File: config.mk
export PLATFORM = sky130hd
export DESIGN_NAME = exe_stage
export DESIGN_NICKNAME = d
export VERILOG_FILES = /design/src/rtl/exe_pkg.sv /design/src/rtl/exe_stage_val2_gen.sv /design/src/rtl/exe_stage.sv
export SDC_FILE = /design/constraint.sdc
export NUM_CORES = 1
export LEC_CHECK = 0
export CORE_MARGIN = 4
export CORE_UTILIZATION = 44
export DETAILED_ROUTE_END_ITERATION = 10
export PLACE_DENSITY = 0.75
export SKIP_CTS_REPAIR_TIMING = 1
export SYNTH_ARGS = -nofsm -noshare
export SYNTH_HDL_FRONTEND = slang
export SYNTH_SLANG_ARGS = --single-unit
File: constraint.sdc
create_clock -name clk -period 7.49 [get_ports clk]
set_clock_uncertainty 0.2 [all_clocks]
set_input_delay 1.498 -clock clk [delete_from_list [all_inputs] [get_ports clk]]
set_output_delay 1.498 -clock clk [all_outputs]
set_load 0.02 [all_outputs]
File: src/rtl/exe_pkg.sv
// Shared definitions for the execute stage: ALU opcodes, shift types, SR bit
// positions, MUL sequencer states and a rotate helper.
package exe_pkg;

  localparam logic [3:0] EXE_MOV = 4'b0001;
  localparam logic [3:0] EXE_ADD = 4'b0010;
  localparam logic [3:0] EXE_ADC = 4'b0011;
  localparam logic [3:0] EXE_SUB = 4'b0100;
  localparam logic [3:0] EXE_SBC = 4'b0101;
  localparam logic [3:0] EXE_AND = 4'b0110;
  localparam logic [3:0] EXE_ORR = 4'b0111;
  localparam logic [3:0] EXE_EOR = 4'b1000;
  localparam logic [3:0] EXE_MVN = 4'b1001;
  localparam logic [3:0] EXE_MUL = 4'b1010;
  localparam logic [3:0] EXE_CMP = 4'b1011;
  localparam logic [3:0] EXE_TST = 4'b1100;

  localparam logic [1:0] SH_LSL = 2'b00;
  localparam logic [1:0] SH_LSR = 2'b01;
  localparam logic [1:0] SH_ASR = 2'b10;
  localparam logic [1:0] SH_ROR = 2'b11;

  localparam int SR_N = 3;
  localparam int SR_Z = 2;
  localparam int SR_C = 1;
  localparam int SR_V = 0;

  typedef enum logic {
    MUL_IDLE = 1'b0,
    MUL_BUSY = 1'b1
  } mul_state_e;

  // Rotate by 0 returns the operand unchanged (the left term shifts out to 0).
  function automatic logic [31:0] ror32(input logic [31:0] v, input logic [4:0] n);
    return (v >> n) | (v << (6'd32 - {1'b0, n}));
  endfunction

endpackage

File: src/rtl/exe_stage_val2_gen.sv
// Combinational second-operand generator: memory offset, rotated immediate,
// or immediate-amount shifted register.
module val2_gen
  import exe_pkg::*;
(
  input  logic [31:0] val_rm,
  input  logic [11:0] shift_operand,
  input  logic        imm,
  input  logic        mem_en,
  output logic [31:0] val2
);

  logic [4:0] amt;
  logic       unused_reg_shift;

  assign amt              = shift_operand[11:7];
  assign unused_reg_shift = shift_operand[4];

  always_comb begin
    val2 = val_rm;
    if (mem_en) begin
      val2 = {20'b0, shift_operand};
    end else if (imm) begin
      val2 = ror32({24'b0, shift_operand[7:0]}, {shift_operand[11:8], 1'b0});
    end else begin
      case (shift_operand[6:5])
        SH_LSL:  val2 = val_rm << amt;
        SH_LSR:  val2 = val_rm >> amt;
        SH_ASR:  val2 = 32'($signed(val_rm) >>> amt);
        default: val2 = ror32(val_rm, amt);
      endcase
    end
  end

endmodule

File: src/rtl/exe_stage.sv
// Execute stage: Val2, ALU, NZCV register, branch resolve and EXE/MEM register.
// Optional iterative multiplier enabled by defining EXE_STAGE_MUL_EN.
//
// MUL sequencer states (EXE_STAGE_MUL_EN only):
//   state    | meaning
//   MUL_IDLE | no multiply in flight; a MUL arriving here loads first partial product
//   MUL_BUSY | retiring multiplier chunks; count 0 is the final (capture) cycle
module exe_stage
  import exe_pkg::*;
#(
  parameter int MUL_BITS_PER_CYCLE = 4
) (
  input  logic        clk,
  input  logic        rst,
  input  logic        mem_stall,
  input  logic        flush,
  input  logic        WB_EN_IN,
  input  logic        MEM_R_EN_IN,
  input  logic        MEM_W_EN_IN,
  input  logic        B_IN,
  input  logic        S_IN,
  input  logic [3:0]  EXE_CMD_IN,
  input  logic [31:0] PC_IN,
  input  logic [31:0] Val_Rn_IN,
  input  logic [31:0] Val_Rm_IN,
  input  logic [31:0] imm_IN,
  input  logic [11:0] Shift_operand_IN,
  input  logic [23:0] Signed_imm_24_IN,
  input  logic [3:0]  Dest_IN,
  output logic        Br_taken,
  output logic [31:0] Br_addr,
  output logic        stall_out,
  output logic [3:0]  SR,
  output logic        WB_EN,
  output logic        MEM_R_EN,
  output logic        MEM_W_EN,
  output logic [31:0] ALU_Res,
  output logic [31:0] Val_Rm,
  output logic [3:0]  Dest
);

  logic [31:0] val2;
  logic [32:0] sum;
  logic [31:0] alu_res, cap_res;
  logic        alu_c, alu_v, cap_c, cap_v;
  logic        arith, no_wb, op_nop, bubble;
  logic [3:0]  sr_nx;
  logic        unused_imm;

  assign unused_imm = ^imm_IN[31:1];

  val2_gen u_val2 (
    .val_rm        (Val_Rm_IN),
    .shift_operand (Shift_operand_IN),
    .imm           (imm_IN[0]),
    .mem_en        (MEM_R_EN_IN | MEM_W_EN_IN),
    .val2          (val2)
  );

  assign Br_taken = B_IN & ~flush & ~mem_stall;
  assign Br_addr  = PC_IN + {{6{Signed_imm_24_IN[23]}}, Signed_imm_24_IN, 2'b00};

  // Unassigned opcodes (and MUL when the multiplier is absent) become bubbles.
  always_comb begin
    sum     = '0;
    alu_res = '0;
    alu_c   = SR[SR_C];
    alu_v   = SR[SR_V];
    arith   = 1'b0;
    no_wb   = 1'b0;
    op_nop  = 1'b0;
    case (EXE_CMD_IN)
      EXE_MOV: alu_res = val2;
      EXE_MVN: alu_res = ~val2;
      EXE_ADD, EXE_ADC: begin
        sum   = {1'b0, Val_Rn_IN} + {1'b0, val2} +
                ((EXE_CMD_IN == EXE_ADC) ? {32'b0, SR[SR_C]} : 33'd0);
        arith = 1'b1;
        alu_v = (Val_Rn_IN[31] == val2[31]) && (sum[31] != Val_Rn_IN[31]);
      end
      EXE_SUB, EXE_CMP, EXE_SBC: begin
        sum   = {1'b0, Val_Rn_IN} + {1'b0, ~val2} +
                ((EXE_CMD_IN == EXE_SBC) ? {32'b0, SR[SR_C]} : 33'd1);
        arith = 1'b1;
        alu_v = (Val_Rn_IN[31] != val2[31]) && (sum[31] != Val_Rn_IN[31]);
        no_wb = (EXE_CMD_IN == EXE_CMP);
      end
      EXE_AND, EXE_TST: begin
        alu_res = Val_Rn_IN & val2;
        no_wb   = (EXE_CMD_IN == EXE_TST);
      end
      EXE_ORR: alu_res = Val_Rn_IN | val2;
      EXE_EOR: alu_res = Val_Rn_IN ^ val2;
      default: op_nop = 1'b1;
    endcase
    if (arith) begin
      alu_res = sum[31:0];
      alu_c   = sum[32];
    end
  end

`ifdef EXE_STAGE_MUL_EN
  localparam int MUL_LAT = 32 / MUL_BITS_PER_CYCLE;
  localparam int CNT_W   = $clog2(MUL_LAT) + 1;

  mul_state_e       mul_state, mul_state_nx;
  logic [CNT_W-1:0] mul_cnt, mul_cnt_nx;
  logic [31:0]      acc, acc_nx, mcand, mcand_nx, mplier, mplier_nx;
  logic [31:0]      step, mul_res;
  logic             mul_stall, mul_done, is_mul;

  assign is_mul = (EXE_CMD_IN == EXE_MUL);

  always_comb begin
    mul_state_nx = mul_state;
    mul_cnt_nx   = mul_cnt;
    acc_nx       = acc;
    mcand_nx     = mcand;
    mplier_nx    = mplier;
    mul_stall    = 1'b0;
    mul_done     = 1'b0;
    step         = mcand * {{(32-MUL_BITS_PER_CYCLE){1'b0}}, mplier[MUL_BITS_PER_CYCLE-1:0]};
    mul_res      = acc + step;
    case (mul_state)
      MUL_IDLE: begin
        if (is_mul && !flush) begin
          mul_stall    = 1'b1;
          mul_state_nx = MUL_BUSY;
          mul_cnt_nx   = CNT_W'(MUL_LAT - 2);
          acc_nx       = Val_Rn_IN *
                         {{(32-MUL_BITS_PER_CYCLE){1'b0}}, Val_Rm_IN[MUL_BITS_PER_CYCLE-1:0]};
          mcand_nx     = Val_Rn_IN << MUL_BITS_PER_CYCLE;
          mplier_nx    = Val_Rm_IN >> MUL_BITS_PER_CYCLE;
        end
      end
      MUL_BUSY: begin
        if (flush) begin
          mul_state_nx = MUL_IDLE;
        end else if (mul_cnt == '0) begin
          mul_done     = 1'b1;
          mul_state_nx = MUL_IDLE;
        end else begin
          mul_stall  = 1'b1;
          mul_cnt_nx = mul_cnt - CNT_W'(1);
          acc_nx     = mul_res;
          mcand_nx   = mcand << MUL_BITS_PER_CYCLE;
          mplier_nx  = mplier >> MUL_BITS_PER_CYCLE;
        end
      end
      default: mul_state_nx = MUL_IDLE;
    endcase
  end

  always_ff @(posedge clk) begin
    if (rst) begin
      mul_state <= MUL_IDLE;
      mul_cnt   <= '0;
      acc       <= '0;
      mcand     <= '0;
      mplier    <= '0;
    end else if (!mem_stall) begin
      mul_state <= mul_state_nx;
      mul_cnt   <= mul_cnt_nx;
      acc       <= acc_nx;
      mcand     <= mcand_nx;
      mplier    <= mplier_nx;
    end
  end

  assign stall_out = mul_stall;
`else
  localparam int unused_mul_bits = MUL_BITS_PER_CYCLE;
  assign stall_out = 1'b0;
`endif

  always_comb begin
    bubble  = B_IN | op_nop;
    cap_res = alu_res;
    cap_c   = alu_c;
    cap_v   = alu_v;
`ifdef EXE_STAGE_MUL_EN
    // Multiply updates only N/Z; C and V keep their previous values.
    if (mul_done) begin
      bubble  = B_IN;
      cap_res = mul_res;
      cap_c   = SR[SR_C];
      cap_v   = SR[SR_V];
    end
`endif
    sr_nx = {cap_res[31], cap_res == 32'd0, cap_c, cap_v};
  end

  always_ff @(posedge clk) begin
    if (rst) begin
      SR       <= '0;
      WB_EN    <= 1'b0;
      MEM_R_EN <= 1'b0;
      MEM_W_EN <= 1'b0;
      ALU_Res  <= '0;
      Val_Rm   <= '0;
      Dest     <= '0;
    end else if (!mem_stall) begin
      if (flush || bubble) begin
        WB_EN    <= 1'b0;
        MEM_R_EN <= 1'b0;
        MEM_W_EN <= 1'b0;
        ALU_Res  <= '0;
        Val_Rm   <= '0;
        Dest     <= '0;
      end else begin
        WB_EN    <= WB_EN_IN & ~no_wb;
        MEM_R_EN <= MEM_R_EN_IN;
        MEM_W_EN <= MEM_W_EN_IN;
        ALU_Res  <= cap_res;
        Val_Rm   <= Val_Rm_IN;
        Dest     <= Dest_IN;
      end
      if (S_IN && !flush && !bubble) SR <= sr_nx;
    end
  end

endmodule

==> out/metrics.yaml <==
grt_max_degree: 77
max_freq_ghz: 0.131
yosysSeqAreaShare_pct: 7.79
netlist_area_um2: 19300
synth_edf_count: 0
finalSetupViolations: 2
die_h_um: 217
status: "finished with violations"
power_density_nw_per_um2: 118
finalMaxSlewViolations: 0
fin_crit_ps: 7640
p_total_mw: 3.29
yosys-top-cells-area: "ha_1 8.3%, mux4_2 8.2%, dfxtp_1 7.8%, mux2i_1 7.3%, nor2_1 5.2%"
worstSetupPathType: "primary input to flop"
grt_usage_pct: 46.5
ir_drop_uv: 169
via_per_inst: 6.81
wl_um: 116000
ys_types: 112
row_count: 76
io_buffers: 253
worst_setup_path_start_kind: "primary input"
clk_pin_slew_ps: 80
fin_ws_ps: -148
synthMuxAreaShare_pct: 19.8
maxSlewHeadroom_pct: 22.1
clock_latency_ps: 400
yosysWarnings: 0
async_reset_ff_share_pct: 0
root_buffer: "clkbuf_16"
synth_top_area_share_pct: 8.31
antenna_left: 0
cts_buffer_depth: 2
cp_max_fo: 74
fin_crit_sh_pct: 102
cap_violations: 0
crit_chain: "buf_4 > buf_4 > buf_12 > nor2_1 > a22oi_1 > a211oi_1 > o21ai_1 > a311oi_4 > inv_2 > ha_1 > buf_4 > a2111o_1 > a211oi_4 > o22ai_2 > a211oi_2 > o221ai_2 > a211o_1 > or4_4 > nor4_4 > and4_1 > nand4_1 > o21ai_1"
synth_compound_gate_area_share_pct: 32.8
route.vias.total: 26900
area_growth_pct: 45.1
overflow: 0
dieArea_um2: 47200
avgSynthCellArea_um2: 7.48
antenna_found_initial: 4
grt_pass1_vias: 25800
end_kind: "flop"
yosys.area.top_type: "ha_1"
placed_cell_area_um2: 27200
fin_area_um2: 28000
violations: "setup timing"
place_congestion: 1.12
worstHoldPathType: "flop to flop"
cpMostUsedCell: "buf_4"
drc: 0
coreArea_um2: 43200
synth_top_family_by_area: "compound AO/OA/AOI/OAI gates"
netlist_instances: 2577
cpPeakStageDelay_ps: 590
htreeDepth: 3
first_iter_violations: 4073
wl_per_cell_um: 29.3
drive_gt1_share_pct: 31.4
worst_slew_pin_slew_ps: 1160
synth_common_cells: "269 x nor2_1, 173 x a21oi_1, 170 x nand2_1, 156 x clkbuf_1, 141 x mux2i_1"
numCtsBuffers: 9
dr.pass1.iters: 7
ys.flop_type: "dfxtp_1"
rsz0062_at_grt: "yes"
cp.arrival_ps: 7780
synth_xor_area_share_pct: 1.91
cts_tree: "done"
synthSimpleGateAreaFrac_pct: 19.9
crit_required_ps: 7630
synthesis.nets: 2891
die_w_um: 217
cts_sinks: 75
ys_seq_elements: 75
crit_slowest_cell: "a311oi_4"
hold_violations: 0
hpwl_um: 91900
grt_pass1_wl_um: 166000
synthAdderAreaFrac_pct: 8.82
layout.nets: 3677
leakagePower_nw: 12.2
io_pins: 290
yosysMostFrequentCell: "nor2_1"
start_util_pct: 44.7
==> flip-flops by register name (all words and copies together) (netlist names) <==
register,flops
ALU_Res,32
Val_Rm,32
Dest,4
MEM_R_EN,1
MEM_W_EN,1
WB_EN,1
SR,4
==> metal layers <==
metal  track usage (%)  vias up  wire (um)
met2              73.3     2128      50200
met5                 0        -          0
met4              36.3        0      12000
met1              55.5    12800      41200
met3              8.99      588      12700
li1                  -    11400          -
==> cell usage in the layout, fill, tap and decap left out, drive strengths merged, types with 24 or more instances in the layout <==
master | synthesis | layout
a21o | 42 | 42
clkdlybuf4s50 | 0 | 240
a31oi | 31 | 31
dfxtp | 75 | 75
nor2 | 270 | 270
nand2 | 170 | 170
o21ai | 130 | 130
xnor2 | 35 | 35
ha | 128 | 128
mux2 | 61 | 61
a22oi | 73 | 73
o22ai | 34 | 34
buf | 75 | 777
nor3 | 79 | 79
a21oi | 173 | 173
mux2i | 141 | 141
a211oi | 46 | 46
o221ai | 28 | 28
inv | 118 | 120
nand2b | 35 | 35
o211ai | 48 | 48
a221oi | 32 | 32
mux4 | 75 | 75
nand3 | 47 | 47
or2 | 24 | 24
nor2b | 40 | 40
==> layout make-up <==
cell class / instances / area, um2
Clock inverter: 5 / 43.8
Clock buffer: 11 / 243
Timing Repair Buffer: 1023 / 8520
Fill cell: 3831 / 15200
Multi-Input combinational cell: 2135 / 16500
Inverter: 119 / 450
Antenna cell: 4 / 10.0
Tap cell: 585 / 732
Sequential cell: 75 / 1500
==> report_power, final <==
group | total [mW] | switching [mW] | internal [mW]
logic | 2.42 | 1.33 | 1.09
clock network | 0.460 | 0.221 | 0.238
registers | 0.414 | 0.00590 | 0.408
==> critical path, delay by kind of cell <==
kind | cells | cell delay [ps]
and+or+nand+nor | 5 | 1670
AOI/OAI and AO/OA | 11 | 3480
buffers and inverters | 5 | 730
adders and majority gates | 1 | 320
==> stage by stage <==
step	TNS, ps	hold slack (ps)	std cells	setup WS, ps	utilization (%)
5_1_grt	-417	296	3956	-230	64.8
2_1_floorplan	0	342	2577	3.58	-
4_1_cts	-980	266	3939	-491	63.7
6_report	-149	266	3957	-148	64.8
3_5_place_dp	-6670	257	3923	-895	63.0
3_3_place_gp	-4910	252	3923	-740	63.0
==> worst paths after layout <==
path | end | startpoint | cells past startpoint | slack [ps]
setup / recovery | SR[2] | Shift_operand_IN[8] | 22 | -150
hold / removal | ALU_Res[13] | ALU_Res[13] | 2 | 270
setup reg to reg | SR[2] | SR[1] | 16 | 2440
hold reg to reg | ALU_Res[13] | ALU_Res[13] | 2 | 270
==> cell families after synthesis <==
kind of cell | count (synthesis)
DFF | 75
other | 1
adders and majority gates | 133
and+or+nand+nor | 795
buffers and inverters | 367
xor gates and xnor gates | 42
AOI/OAI and AO/OA | 887
muxes | 277
No activity file was read; power rests on OpenSTA's default activity.
